===== config.mk =====
export PLATFORM = sky130hd
export DESIGN_NAME = addr_sequencer
export DESIGN_NICKNAME = d
export VERILOG_FILES = /design/src/rtl/addr_sequencer.sv
export SDC_FILE = /design/constraint.sdc
export NUM_CORES = 1
export LEC_CHECK = 0
export ABC_CLOCK_PERIOD_IN_PS = 6000
export BUFFER_PORTS_ARGS = -buffer_cell sky130_fd_sc_hd__buf_2
export CAP_MARGIN = 20
export CORE_UTILIZATION = 25
export DETAILED_ROUTE_END_ITERATION = 10
export SLEW_MARGIN = 25
export SYNTH_ARGS = -nofsm -noshare
export SYNTH_HDL_FRONTEND = slang
export SYNTH_SLANG_ARGS = --single-unit
export TNS_END_PERCENT = 20

===== constraint.sdc =====
create_clock -name clk -period 6 [get_ports clk]
set_input_delay 1.8 -clock clk [delete_from_list [all_inputs] [get_ports clk]]
set_output_delay 1.8 -clock clk [all_outputs]
set_load 0.005 [all_outputs]

===== src/rtl/addr_sequencer.sv =====
// -----------------------------------------------------------------------------
// addr_sequencer
//
// Produces the 8-bit address and the one-cycle write enable for the 256x16 RAM
// stage from the raw Nexys3 buttons. Each button passes through a 2-FF
// synchronizer, then a counter debouncer, then a rising-edge detector. Up and
// down presses step the address. A BTNR press issues a write. An optional
// auto-scan mode steps the address on a fixed tick to sweep the display.
//
// Ports
//   clk      in   1       system clock (100 MHz)
//   reset    in   1       synchronous, active-high reset
//   btn_up   in   1       raw button, asynchronous; step address +1
//   btn_dn   in   1       raw button, asynchronous; step address -1
//   btn_wr   in   1       raw button BTNR, asynchronous; request a RAM write
//   auto_en  in   1       raw switch, asynchronous; 1 = auto-scan mode
//   addr     out  ADDR_W  registered RAM address
//   we       out  1       registered write enable, one-cycle pulse per press
// -----------------------------------------------------------------------------
module addr_sequencer #(
    parameter int ADDR_W          = 8,
    parameter int DEBOUNCE_CYCLES = 1000000,
    parameter int AUTO_DIV        = 50000000
) (
    input  logic              clk,
    input  logic              reset,
    input  logic              btn_up,
    input  logic              btn_dn,
    input  logic              btn_wr,
    input  logic              auto_en,
    output logic [ADDR_W-1:0] addr,
    output logic              we
);

    localparam int DB_W = $clog2(DEBOUNCE_CYCLES + 1);
    localparam int AD_W = $clog2(AUTO_DIV + 1);
    localparam logic [DB_W-1:0] DB_LAST = DB_W'(DEBOUNCE_CYCLES - 1);
    localparam logic [AD_W-1:0] AD_LAST = AD_W'(AUTO_DIV - 1);

    // Bit positions of the three buttons in the input-path vectors.
    localparam int B_UP = 0;
    localparam int B_DN = 1;
    localparam int B_WR = 2;

    typedef enum logic [1:0] {
        STEP_NONE = 2'd0,
        STEP_UP   = 2'd1,
        STEP_DN   = 2'd2
    } step_t;

    logic [2:0]      raw;
    logic [2:0]      sync1;
    logic [2:0]      sync2;
    logic [2:0]      level;      // debounced button levels
    logic [2:0]      level_q;    // previous debounced levels, for edge detect
    logic [DB_W-1:0] db_cnt [3];
    logic [2:0]      press;      // one-cycle press pulses

    logic            auto_s1;
    logic            auto_s2;
    logic            auto_q;
    logic [AD_W-1:0] auto_cnt;
    logic            auto_tick;
    logic            auto_entry;

    step_t           step_due;
    step_t           pending;
    step_t           next_pending;
    step_t           step_apply;

    assign raw   = {btn_wr, btn_dn, btn_up};
    assign press = level & ~level_q;

    // -------------------------------------------------------------------------
    // Input path: synchronize, debounce, keep the previous level for the edge.
    // NOTE: sequential state is assigned with <= only, so every flop samples
    // the pre-edge values and the pipeline order does not depend on the order
    // of the statements.
    // -------------------------------------------------------------------------
    always_ff @(posedge clk) begin
        if (reset) begin
            sync1   <= '0;
            sync2   <= '0;
            level   <= '0;
            level_q <= '0;
            // NOTE: the debounce counters are a small register array, not a
            // RAM, so they are cleared explicitly. A press held across reset
            // then restarts its debounce from zero.
            for (int i = 0; i < 3; i++) begin
                db_cnt[i] <= '0;
            end
        end else begin
            sync1   <= raw;
            sync2   <= sync1;
            level_q <= level;
            for (int i = 0; i < 3; i++) begin
                if (sync2[i] != level[i]) begin
                    if (db_cnt[i] == DB_LAST) begin
                        level[i]  <= sync2[i];
                        db_cnt[i] <= '0;
                    end else begin
                        db_cnt[i] <= db_cnt[i] + 1'b1;
                    end
                end else begin
                    db_cnt[i] <= '0;
                end
            end
        end
    end

    // -------------------------------------------------------------------------
    // Auto-scan. The switch is only synchronized. The divider runs only while
    // the mode is on, so every entry starts counting from zero.
    // -------------------------------------------------------------------------
    assign auto_tick  = auto_s2 && (auto_cnt == AD_LAST);
    assign auto_entry = auto_s2 && !auto_q;

    always_ff @(posedge clk) begin
        if (reset) begin
            auto_s1  <= 1'b0;
            auto_s2  <= 1'b0;
            auto_q   <= 1'b0;
            auto_cnt <= '0;
        end else begin
            auto_s1 <= auto_en;
            auto_s2 <= auto_s1;
            auto_q  <= auto_s2;
            if (!auto_s2 || auto_tick) begin
                auto_cnt <= '0;
            end else begin
                auto_cnt <= auto_cnt + 1'b1;
            end
        end
    end

    // -------------------------------------------------------------------------
    // Step selection. In auto mode the manual buttons are ignored. Up and down
    // pressed together cancel out.
    // NOTE: every signal driven here gets a default first, so no path through
    // the block leaves a value unassigned and no latch is inferred.
    // -------------------------------------------------------------------------
    always_comb begin
        step_due = STEP_NONE;
        if (auto_s2) begin
            if (auto_tick) begin
                step_due = STEP_UP;
            end
        end else if (press[B_UP] && !press[B_DN]) begin
            step_due = STEP_UP;
        end else if (press[B_DN] && !press[B_UP]) begin
            step_due = STEP_DN;
        end

        // A new step overwrites a held one. Entering auto mode discards a held
        // manual step.
        next_pending = pending;
        if (step_due != STEP_NONE) begin
            next_pending = step_due;
        end else if (auto_entry) begin
            next_pending = STEP_NONE;
        end
        step_apply = next_pending;
    end

    // -------------------------------------------------------------------------
    // Address and write enable. A step due in the same cycle as a write pulse
    // is held, so addr is stable for the cycle in which we is raised and the
    // cycle in which we is high. The held step lands as we falls.
    // -------------------------------------------------------------------------
    always_ff @(posedge clk) begin
        if (reset) begin
            addr    <= '0;
            we      <= 1'b0;
            pending <= STEP_NONE;
        end else begin
            we <= press[B_WR];
            if (press[B_WR]) begin
                pending <= next_pending;
            end else begin
                pending <= STEP_NONE;
                case (step_apply)
                    STEP_UP: addr <= addr + 1'b1;
                    STEP_DN: addr <= addr - 1'b1;
                    default: addr <= addr;
                endcase
            end
        end
    end

endmodule


==> results.md <==
- Outcome: complete, no violations
- Global-route wire length before repair: 19.0 mm
- Floorplan Core Area: 22,600 um2
- Most used cell, CP: ha_1
- Gr usage total: 9.72%
- R2R depth: 11
- H-tree Lvls: 3
- CP bufs+invs: 0
- Slowest CP cell: or4b_2
- Crit start category: register
- Final slew viol count: 0
- CTS tree: yes
- Port buffer count: 14
- First-pass iteration count of the detailed router: 4
- Main synth FF type: edfxtp_1
- RSZ-0062 raised after global routing: no
- Cell area after layout: 6650 um2
- Dpl hpwl: 7.53 mm
- Cell Pwr Density: 227 nW/um2
- Worst Tran Pin Value: 859 ps
- RR Endpoint: addr[6]
- DR vias/cell: 4.56
- Crit path kind: register to register
- Logic pwr share: 3.5%
- Final Hold Fails: 0
- Synth area leader: edfxtp_1
- DRT iter0 DRCs: 151
- Int Power: 1.18 mW
- Synthesized area: 5770 um2
- CTS buffer count: 9
- CP Capture Type: register
- Ys async rst share: 0%
- Top Family by Delay on Critical Path: simple AND/OR/NAND/NOR gates
- Critical Path End: addr[6]
- Post-synth EDFFs: 60
- DR vias: 4,322
- # resized after CTS: 0
- Routed WL: 10.7 mm
- Vias in the first global route: 4,033
- Min Tclk post-route: 3640 ps
- Unique masters post-synth: 56
- Initial cell density of the core: 25.5%
- Largest net degree at the start of global routing: 25
- Crit. Startpoint: auto_cnt[0]
- GRT overflow: 0
- Fraction of power consumed by sequential logic: 56.3%
- DR DRC count: 0
- Layout Area Growth over Synthesis: 15.2%
- Initial antenna violation count: 0
- RR Startpoint: auto_cnt[0]
- Crit path depth: 11
- Worst VDD drop: 206 uV
- ANT cells: 0
- Fin crit share: 60.6%
- Clk slew on worst S/H paths: 70 ps
- Placer Congestion: 0.816
- Clock power share: 40.2%
- Number of I/O pins: 15
- WL/cell: 11.2 um
- Final setup TNS: 0 ps
- Total die area: 23,700 um2
- Rel. slew slack: 42.5%
- Final setup fails: 0
- Worst hold path type: register to register
- Net Switching: 332 uW
- Clock sink total: 112
- Switching share of total power: 21.9%
- Crit path arrival time: 3930 ps
- Die Y: 154 um
- Top-count cell post-synth: nor2_1
- Max-capacitance violation count: 0
- CTS hold repair buffers: 0
- Proportion of layout cells with a drive suffix above 1: 6.33%
- F_max: 275 MHz
- Placed Area: 6340 um2
- Worst-Skew Late Latency: 350 ps
- Top post-synthesis cells by area: edfxtp_1 31%, dfxtp_1 18%, xor2_1 4.4%
- Worst R2R Setup Slack: 2360 ps
- Sequential area share after synthesis: 49.3%
- Synth top area share: 31.2%
- Clk_skew: 8.10 ps
- Syn Area/Cell: 9.76 um2
- Root buffer cell: clkbuf_16
- Cell count after synthesis: 591
- Leakage: 2.23 nW
- Cell Rows: 55
- Post-synth top cells: 66 x nor2_1, 60 x edfxtp_1, 52 x dfxtp_1
- Fin nets: 676
- Synth Warn #: 0
- CP peak stage delay: 640 ps
- CP Cell Sequence: ha_1 > and3_1 > nand3_1 > o311ai_0 > o21ai_0 > ha_1 > ha_1 > a21o_1 > a211oi_1 > or4b_2 > nand3_1
- Post-route ant nets: 0
- Crit Path Max Fanout: 11
- CP required: 6290 ps
- Die width: 154 um
- Synth Register Bits: 112
- CTS Buffer Depth: 2
- Postcts setup bufs: 0
-- cell type report --
| cell class | count | area [um2] |
|---|---|---|
| clock buffer | 13 | 282 |
| fill | 2330 | 16000 |
| tap | 285 | 357 |
| timing repair buffer | 16 | 85.1 |
| multi-input combinational | 501 | 2990 |
| inverter | 18 | 67.6 |
| sequential | 112 | 2840 |
| clock inverter | 3 | 21.3 |
-- cell usage in the layout, fill, tap and decap left out, types with 11 or more instances in the layout --
cell,count
a21oi_1,39
buf_2,14
conb_1,60
dfxtp_1,52
edfxtp_1,60
ha_1,11
inv_1,18
nand2_1,32
nand3_1,38
nand4_1,22
nor2_1,66
nor2b_1,13
o21ai_0,28
o31ai_1,12
or3_1,22
or4_1,20
xnor2_1,25
xor2_1,29
-- flip-flops by register name, summed over array words and instances, names as in the netlist --
| signal | count |
|---|---|
| db_cnt | 60 |
| auto_cnt | 26 |
| addr | 8 |
| level | 3 |
| level_q | 3 |
| sync1 | 3 |
| sync2 | 3 |
| pending | 2 |
| auto_q | 1 |
| auto_s1 | 1 |
| auto_s2 | 1 |
| we | 1 |
-- routing by layer --
layer / vias to the layer above / GRT usage, % / wire length, um
met1: 1986 / 12.8 / 5340
met4: 0 / 3.48 / 163
met3: 12 / 2.37 / 372
met5: - / 0 / 0
li1: 2273 / - / -
met2: 51 / 15.5 / 4780
-- power groups by stage --
stage          registers [mW]  logic, mW  clock network (mW)
3_3_place_gp            0.868     0.0527                   0
4_1_cts                 0.851     0.0535               0.629
3_5_place_dp            0.868     0.0530                   0
5_1_grt                 0.855     0.0630               0.658
6_report                0.851     0.0535               0.608
2_1_floorplan           0.862     0.0426                   0
-- kinds of logic (layout without fill, tap and decap cells) --
kind of cell	Yosys count	in the layout	synth area share, %
AO/OA/AOI/OAI	104	104	10.9
XOR/XNOR	54	54	8.20
adder cells (fa/ha/maj)	12	12	2.73
buffers and inverters	37	50	2.69
flip-flops	112	112	49.3
other	1	60	0.0650
AND/OR/NAND/NOR	271	271	26.1
-- per-stage QoR --
step,worst slack (ps),power (mW),utilization [%],hold WS (ps),std cells
after floorplan,2700,0.904,-,414,650
after global placement,2470,0.920,28.0,425,932
after detailed placement,2410,0.921,28.0,432,932
after CTS,2360,1.53,29.4,449,948
after global routing,2110,1.58,29.4,469,948
final,2360,1.51,29.4,446,948
-- how the worst min path moves through the flow --
stage               startpoint  depth (start not counted)       end
detailed placement    sync1[1]                          1  sync2[1]
CTS                   sync1[1]                          1  sync2[1]
finish                sync1[1]                          1  sync2[1]
floorplan              auto_s1                          1   auto_s2
global route          sync1[1]                          1  sync2[1]
global placement      sync1[1]                          1  sync2[1]
(Power assumes the default switching activity.)
